===== config.mk =====
export PLATFORM = sky130hd
export DESIGN_NAME = drbg_key_buffer_flat
export DESIGN_NICKNAME = d
export VERILOG_FILES = /design/src/rtl/drbg_pkg.sv /design/src/rtl/drbg_key_buffer_if.sv /design/src/rtl/drbg_word_ram.sv /design/src/rtl/drbg_key_buffer.sv /design/src/flat_wrapper.sv
export SDC_FILE = /design/constraint.sdc
export NUM_CORES = 1
export LEC_CHECK = 0
export CAP_MARGIN = 20
export CORE_MARGIN = 3
export CORE_UTILIZATION = 50
export CTS_CLUSTER_DIAMETER = 40
export DETAILED_ROUTE_END_ITERATION = 10
export GPL_TIMING_DRIVEN = 0
export PLACE_DENSITY_LB_ADDON = 0.15
export SKIP_CTS_REPAIR_TIMING = 1
export SYNTH_ARGS = -nofsm -noshare
export SYNTH_HDL_FRONTEND = slang
export SYNTH_SLANG_ARGS = --single-unit
export TNS_END_PERCENT = 50

===== constraint.sdc =====
create_clock -name clk -period 46.1 [get_ports clk]
set_input_delay 9.22 -clock clk [delete_from_list [all_inputs] [get_ports clk]]
set_output_delay 9.22 -clock clk [all_outputs]
set_load 0.02 [all_outputs]

===== src/rtl/drbg_pkg.sv =====
// Shared definitions for the DRBG key buffer: default widths, slice count
// and the fill-side state encoding.
package drbg_pkg;

  localparam int WORD_W_DEF = 256;
  localparam int KEY_W_DEF  = 16;
  localparam int NSLICE     = WORD_W_DEF / KEY_W_DEF;

  typedef enum logic [1:0] {
    IDLE      = 2'd0,
    REQ       = 2'd1,
    WAIT_BUSY = 2'd2,
    WAIT_DONE = 2'd3
  } fill_state_e;

  // A new generator request may start only when the generator is usable,
  // idle, not asking for a reseed, and a buffer slot is free.
  function automatic logic fill_go(input logic init_ready,
                                   input logic next_ready,
                                   input logic do_reseed,
                                   input logic room);
    return init_ready && next_ready && !do_reseed && room;
  endfunction

endpackage


===== src/rtl/drbg_key_buffer_if.sv =====
// Handshake between the Hash_DRBG generator and its key-buffer consumer.
// master = key buffer (issues requests), slave = generator.
interface drbg_key_buffer_if
  import drbg_pkg::*;
#(
  parameter int WORD_W = WORD_W_DEF
) ();

  logic              drbg_init_ready;
  logic              drbg_next_ready;
  logic              drbg_do_reseed;
  logic [WORD_W-1:0] drbg_random_bits;
  logic              drbg_next;

  modport master (
    output drbg_next,
    input  drbg_init_ready,
    input  drbg_next_ready,
    input  drbg_do_reseed,
    input  drbg_random_bits
  );

  modport slave (
    input  drbg_next,
    output drbg_init_ready,
    output drbg_next_ready,
    output drbg_do_reseed,
    output drbg_random_bits
  );

endinterface


===== src/rtl/drbg_word_ram.sv =====
// DEPTH x WORD_W word store with one write port and one registered read
// port. The read register is write-first so a word written this cycle to
// the address being read is what appears on rd_data next cycle.
module drbg_word_ram
  import drbg_pkg::*;
#(
  parameter int DEPTH  = 2,
  parameter int WORD_W = WORD_W_DEF,
  parameter int AW     = $clog2(DEPTH)
) (
  input  logic              clk,
  input  logic              we,
  input  logic [AW-1:0]     wr_addr,
  input  logic [WORD_W-1:0] wr_data,
  input  logic [AW-1:0]     rd_addr,
  output logic [WORD_W-1:0] rd_data
);

  logic [WORD_W-1:0] mem [DEPTH];

  // Storage write and write-first registered read.
  always_ff @(posedge clk) begin
    if (we) begin
      mem[wr_addr] <= wr_data;
    end
    if (we && (wr_addr == rd_addr)) begin
      rd_data <= wr_data;
    end else begin
      rd_data <= mem[rd_addr];
    end
  end

endmodule


===== src/rtl/drbg_key_buffer.sv =====
// Buffers 256-bit DRBG words and hands out one KEY_W slice per line strobe.
//
//   state     | meaning
//   ----------+------------------------------------------------------
//   IDLE      | no request in flight; start one when a slot is free
//   REQ       | drbg_next pulse is on the bus this cycle
//   WAIT_BUSY | waiting for the generator to drop next_ready
//   WAIT_DONE | generator busy; capture the word when next_ready rises
module drbg_key_buffer
  import drbg_pkg::*;
#(
  parameter int WORD_W = WORD_W_DEF,
  parameter int KEY_W  = KEY_W_DEF,
  parameter int DEPTH  = 2
) (
  input  logic                       clk,
  input  logic                       reset,
  drbg_key_buffer_if.master          drbg,
  input  logic                       line_strobe,
  output logic [KEY_W-1:0]           key,
  output logic                       key_valid,
  output logic                       underflow,
  input  logic                       underflow_clr,
  output logic                       reseed_pending,
  output logic [$clog2(DEPTH+1)-1:0] level
);

  localparam int SLICES = WORD_W / KEY_W;
  localparam int PW     = $clog2(DEPTH);
  localparam int SW     = (SLICES > 1) ? $clog2(SLICES) : 1;
  localparam int LW     = $clog2(DEPTH + 1);

  fill_state_e       state;
  logic [PW-1:0]     wr_ptr;
  logic [PW-1:0]     rd_ptr;
  logic [PW-1:0]     rd_ptr_nxt;
  logic [SW-1:0]     slice_idx;
  logic [WORD_W-1:0] rd_data;
  logic              take;
  logic              retire;
  logic              write;
  logic              room;

  // A strobe only consumes when a word is present; the last slice retires it.
  assign take       = line_strobe && (level != '0);
  assign retire     = take && (slice_idx == SW'(SLICES - 1));
  assign write      = (state == WAIT_DONE) && drbg.drbg_next_ready;
  assign room       = level < LW'(DEPTH);
  assign rd_ptr_nxt = retire ? rd_ptr + 1'b1 : rd_ptr;

  // The RAM is addressed with the next read pointer so rd_data always holds
  // the word at rd_ptr, including a word written in the previous cycle.
  drbg_word_ram #(
    .DEPTH  (DEPTH),
    .WORD_W (WORD_W)
  ) u_ram (
    .clk     (clk),
    .we      (write),
    .wr_addr (wr_ptr),
    .wr_data (drbg.drbg_random_bits),
    .rd_addr (rd_ptr_nxt),
    .rd_data (rd_data)
  );

  // Fill FSM with a registered single-cycle request pulse.
  always_ff @(posedge clk) begin
    if (reset) begin
      state          <= IDLE;
      drbg.drbg_next <= 1'b0;
    end else begin
      drbg.drbg_next <= 1'b0;
      case (state)
        IDLE: begin
          if (fill_go(drbg.drbg_init_ready, drbg.drbg_next_ready,
                      drbg.drbg_do_reseed, room)) begin
            state          <= REQ;
            drbg.drbg_next <= 1'b1;
          end
        end
        REQ: begin
          state <= WAIT_BUSY;
        end
        WAIT_BUSY: begin
          // A reseed request before the generator starts cancels the word.
          if (drbg.drbg_do_reseed) begin
            state <= IDLE;
          end else if (!drbg.drbg_next_ready) begin
            state <= WAIT_DONE;
          end
        end
        WAIT_DONE: begin
          if (drbg.drbg_next_ready) begin
            state <= IDLE;
          end
        end
        default: begin
          state <= IDLE;
        end
      endcase
    end
  end

  // Pointers, slice index and occupancy; a write and a retire cancel out.
  always_ff @(posedge clk) begin
    if (reset) begin
      wr_ptr    <= '0;
      rd_ptr    <= '0;
      slice_idx <= '0;
      level     <= '0;
    end else begin
      rd_ptr <= rd_ptr_nxt;
      if (write) begin
        wr_ptr <= wr_ptr + 1'b1;
      end
      if (take) begin
        slice_idx <= retire ? '0 : slice_idx + 1'b1;
      end
      if (write && !retire) begin
        level <= level + 1'b1;
      end else if (retire && !write) begin
        level <= level - 1'b1;
      end
    end
  end

  // Key output, valid pulse and sticky underflow (a new underflow beats clear).
  always_ff @(posedge clk) begin
    if (reset) begin
      key       <= '0;
      key_valid <= 1'b0;
      underflow <= 1'b0;
    end else begin
      key_valid <= take;
      if (take) begin
        key <= rd_data[int'(slice_idx) * KEY_W +: KEY_W];
      end
      if (line_strobe && (level == '0)) begin
        underflow <= 1'b1;
      end else if (underflow_clr) begin
        underflow <= 1'b0;
      end
    end
  end

  // Registered reseed/instantiation status for the controller.
  always_ff @(posedge clk) begin
    if (reset) begin
      reseed_pending <= 1'b1;
    end else begin
      reseed_pending <= drbg.drbg_do_reseed || !drbg.drbg_init_ready;
    end
  end

endmodule


===== src/flat_wrapper.sv =====
// flat-port wrapper written by rule: the top's interface ports become plain ports
module drbg_key_buffer_flat import drbg_pkg::*;
#(
  parameter int WORD_W = WORD_W_DEF,
  parameter int KEY_W  = KEY_W_DEF,
  parameter int DEPTH  = 2
)
  (clk, reset, line_strobe, key, key_valid, underflow, underflow_clr, reseed_pending, level, drbg_drbg_next, drbg_drbg_init_ready, drbg_drbg_next_ready, drbg_drbg_do_reseed, drbg_drbg_random_bits);
  drbg_key_buffer_if #(.WORD_W(WORD_W)) drbg_i ();
  input  logic clk;
  input  logic reset;
  input  logic line_strobe;
  output logic [KEY_W-1:0] key;
  output logic key_valid;
  output logic underflow;
  input  logic underflow_clr;
  output logic reseed_pending;
  output logic [$clog2(DEPTH+1)-1:0] level;
  output wire logic [$bits(drbg_i.drbg_next)-1:0] drbg_drbg_next;
  input wire logic [$bits(drbg_i.drbg_init_ready)-1:0] drbg_drbg_init_ready;
  input wire logic [$bits(drbg_i.drbg_next_ready)-1:0] drbg_drbg_next_ready;
  input wire logic [$bits(drbg_i.drbg_do_reseed)-1:0] drbg_drbg_do_reseed;
  input wire logic [$bits(drbg_i.drbg_random_bits)-1:0] drbg_drbg_random_bits;
  assign drbg_drbg_next = drbg_i.drbg_next;
  assign drbg_i.drbg_init_ready = drbg_drbg_init_ready;
  assign drbg_i.drbg_next_ready = drbg_drbg_next_ready;
  assign drbg_i.drbg_do_reseed = drbg_drbg_do_reseed;
  assign drbg_i.drbg_random_bits = drbg_drbg_random_bits;
  drbg_key_buffer #(.WORD_W(WORD_W), .KEY_W(KEY_W), .DEPTH(DEPTH)) u_core (.clk(clk), .reset(reset), .drbg(drbg_i), .line_strobe(line_strobe), .key(key), .key_valid(key_valid), .underflow(underflow), .underflow_clr(underflow_clr), .reseed_pending(reseed_pending), .level(level));
endmodule

==> run_results.csv <==
group,metric,value,unit
hold_path,hold_path_class,"reg -> reg",
global_route,grt.busiest_layer,"met2",
flow_run,drv_cap,0,
synthesis,async_flop_share,0,
synthesis,yosysWarningCount,0,
route,vias,12060,
clock_tree,clockBufferDepth,3,
sta,finalCritPeriodShare,0.2451,
final_layout,design_area,0.02727,mm2
critical_path,critical_path_required,46.36,ns
critical_path,crit_fanout,31,
route,wl_per_cell,25.20,um
final_layout,fill_cells,2829,
global_route,grt.met1_usage,0.3187,
power,switching_power,0.2168,mW
global_route,grt_pass1_wl,76530,um
floorplan,num_io_pins,285,
synthesis,syn_area_per_cell,18.03,um2
place,io_buffers,284,
final_layout,stdcell_count,2123,
synthesis,synth_cell_types,37,
route,first_pass_iters,5,
synthesis,ys_seq_area_frac,0.7615,
global_route,grt_pass1_vias,12120,
place,gp_congestion,0.7906,
global_route,grt_antenna_before_repair,16,
critical_path,crit_path_end_kind,"register",
critical_path,critical_path_class,"in -> reg",
final_layout,layout.nets,1800,
sta,fin_tns_setup,0,ns
sta,worstMarginPinSlew,1.086,ns
clock_tree,cts_htree_levels,3,
floorplan,start_util,0.5098,
clock_tree,clk_pin_slew,0.05,ns
critical_path,critical_path.startpoint,"drbg_drbg_next_ready",
clock_tree,cts.sinks,543,
clock_tree,worstSkewPairLatency,0.59,ns
power,combPwrFrac,0.026,
clock_tree,cts_made_buffers,70,
global_route,met2_usage,0.3868,
sta,finalHoldViolations,0,
sta,period_minus_slack,11.30,ns
route,ant_nets,0,
floorplan,core.rowCount,74,
critical_path,cp-start-kind,"input port",
final_layout,layout-drive-gt1-share,0.1134,
sta,skew,0.02690,ns
synthesis,ys.flop_type,"edfxtp_1",
synthesis,synth_cells,1165,
floorplan,coreArea,0.04120,mm2
sta,relSlewSlack,0.2730,
power,power.density,41.10,mW/mm2
global_route,gr-total-overflow,0,
route,wl,53490,um
synthesis,synth-edff-count,512,
sta,rsz0062_at_grt,"false",
route,via_per_inst,5.679,
power,internal_power,0.9040,mW
power,p_leak,8.471,nW
power,sw_frac_of_total,0.1934,
clock_tree,root_buffer,"clkbuf_16",
floorplan,die_x,211.0,um
place,place_inst,1995,
sta,setup_viol_count_final,0,
place,place_area,0.02486,mm2
synthesis,syn_nets,1430,
global_route,grtUsageMet3,0.05421,
route,drt_iter0_drc,1147,
power,peakVddDrop,0.03291,mV
global_route,grt_max_degree,63,
run_status,status,"completed",
floorplan,die_h,211.0,um
critical_path,r2r_start,"u_core.slice_idx[0]$_SDFFE_PP0P_",
floorplan,dieArea,0.04451,mm2
final_layout,syn_to_final_growth,29.81,%
critical_path,critPathArrivalTime,11.56,ns
sta,max_clock_freq,88.52,MHz
power,seqPwrFrac,0.481,
clock_tree,tritoncts,"built",
synthesis,ys_seq_elements,543,
synthesis,syn-cell-area,0.02101,mm2
global_route,grt_use_total,0.2371,
place,hpwl,37180,um
hold_path,hp-start,"u_core.rd_ptr$_SDFF_PP0_",
route,drc,0,
power,clkPwrFrac,0.492,
sta,slew_violations,0,
==> cells in the mapped netlist (2+ instances only) <==
library cell | instances | area, um2
a211oi_1 | 2 | 15.01
a211oi_2 | 14 | 175.2
a21oi_1 | 70 | 350.3
a22oi_1 | 128 | 960.9
and2_1 | 2 | 12.51
buf_1 | 11 | 41.29
buf_2 | 6 | 30.03
buf_4 | 11 | 82.58
buf_6 | 12 | 135.1
buf_8 | 4 | 60.06
clkbuf_1 | 25 | 93.84
dfxtp_1 | 31 | 620.6
edfxtp_1 | 512 | 15370
ha_1 | 2 | 25.02
mux2i_1 | 256 | 2562
nand2_1 | 5 | 18.77
nand2b_1 | 3 | 18.77
nor2_1 | 27 | 101.4
nor2b_1 | 6 | 37.54
nor3b_1 | 2 | 15.01
o21ai_0 | 2 | 10.01
or4_1 | 16 | 120.1
xnor2_1 | 2 | 17.52
xor2_1 | 3 | 26.28
==> placed cells by master, fill, tap and decap left out, drive strengths merged, types with 3 or more instances in the layout <==
cell type	count
clkbuf	105
bufinv	9
clkinv	17
mux2i	256
clkdlybuf4s50	284
nand2	5
nand2b	3
nor2	27
a211oi	16
a21oi	70
diode	4
or4	16
a22oi	128
inv	14
dfxtp	31
nor2b	6
clkinvlp	5
buf	59
edfxtp	512
xor2	3
==> layer usage <==
metal  share of wire  wire length, um  up-vias
met1            0.41            21820     6025
met2            0.49            26140      504
li1                -                -     5444
met3           0.078             4193       76
met4           0.022             1203        8
met5          0.0026              138        -
==> state kept, by name (all words and copies together) (netlist names), named ones only <==
register / flops
u_core.u_ram.mem: 512
u_core.key: 16
u_core.slice_idx: 4
u_core.level: 2
u_core.state: 2
u_core.drbg.drbg_next: 1
u_core.key_valid: 1
u_core.rd_ptr: 1
u_core.reseed_pending: 1
u_core.underflow: 1
u_core.wr_ptr: 1
==> stage by stage <==
step	utilization	worst slack, ns	hold slack (ns)	power, mW
final	0.6618	34.80	0.4691	1.121
after global routing	0.6618	34.74	0.4777	1.153
after CTS	0.6615	34.84	0.4634	1.130
after detailed placement	0.6035	34.25	0.4373	0.5792
after global placement	0.5950	17.41	0.4397	0.5786
after floorplan	-	24.57	0.4266	0.5515
==> worst max-delay path, cell delays in order <==
cell and delay [ns]:
clkdlybuf4s50_1 0.52, and3_1 0.30, nor2b_4 0.54, buf_12 0.27, buf_12 0.23, buf_16 0.20, buf_12 0.22
==> logic make-up (layout without fill, tap and decap cells) <==
| kind of cell | after synthesis | after routing | share of synthesized area |
|---|---|---|---|
| and+or+nand+nor | 69 | 69 | 0.01781 |
| buffers and inverters | 71 | 493 | 0.02240 |
| adders and majority gates | 2 | 2 | 0.001191 |
| xor gates and xnor gates | 5 | 5 | 0.002085 |
| muxes | 256 | 256 | 0.1220 |
| DFF | 543 | 543 | 0.7615 |
| other | 0 | 4 | 0 |
| AOI/OAI and AO/OA | 219 | 219 | 0.07303 |
==> cell type report <==
class	count	area [um2]	share of cell area
clock inverters	45	533.0	0.01955
multi-input cells	551	4549	0.1668
clock buffers	79	1859	0.06819
plain buffers	71	470.5	0.01725
flip-flops and latches	543	16000	0.5866
well taps	532	665.6	0.02441
repair buffers	298	3183	0.1167
diodes	4	10.01	0.0003671
==> worst paths after layout <==
| check | end | slack (ns) | cells after the start |
|---|---|---|---|
| setup / recovery | u_core.u_ram.mem[0][106]$_DFFE_PP_ | 34.80 | 7 |
| hold / removal | register | 0.47 | 1 |
| setup reg to reg | u_core.key[12]$_SDFFE_PP0P_ | 43.05 | 6 |
| hold reg to reg | register | 0.47 | 1 |
==> power groups by stage <==
stage	clock (mW)	sequential, mW	combinational, mW
CTS	0.561	0.539	0.0297
floorplan	0	0.550	0.00119
detailed placement	0	0.550	0.0295
global route	0.583	0.539	0.0311
global placement	0	0.550	0.0287
finish	0.552	0.539	0.0297
Power figures use the tool's default switching activity.
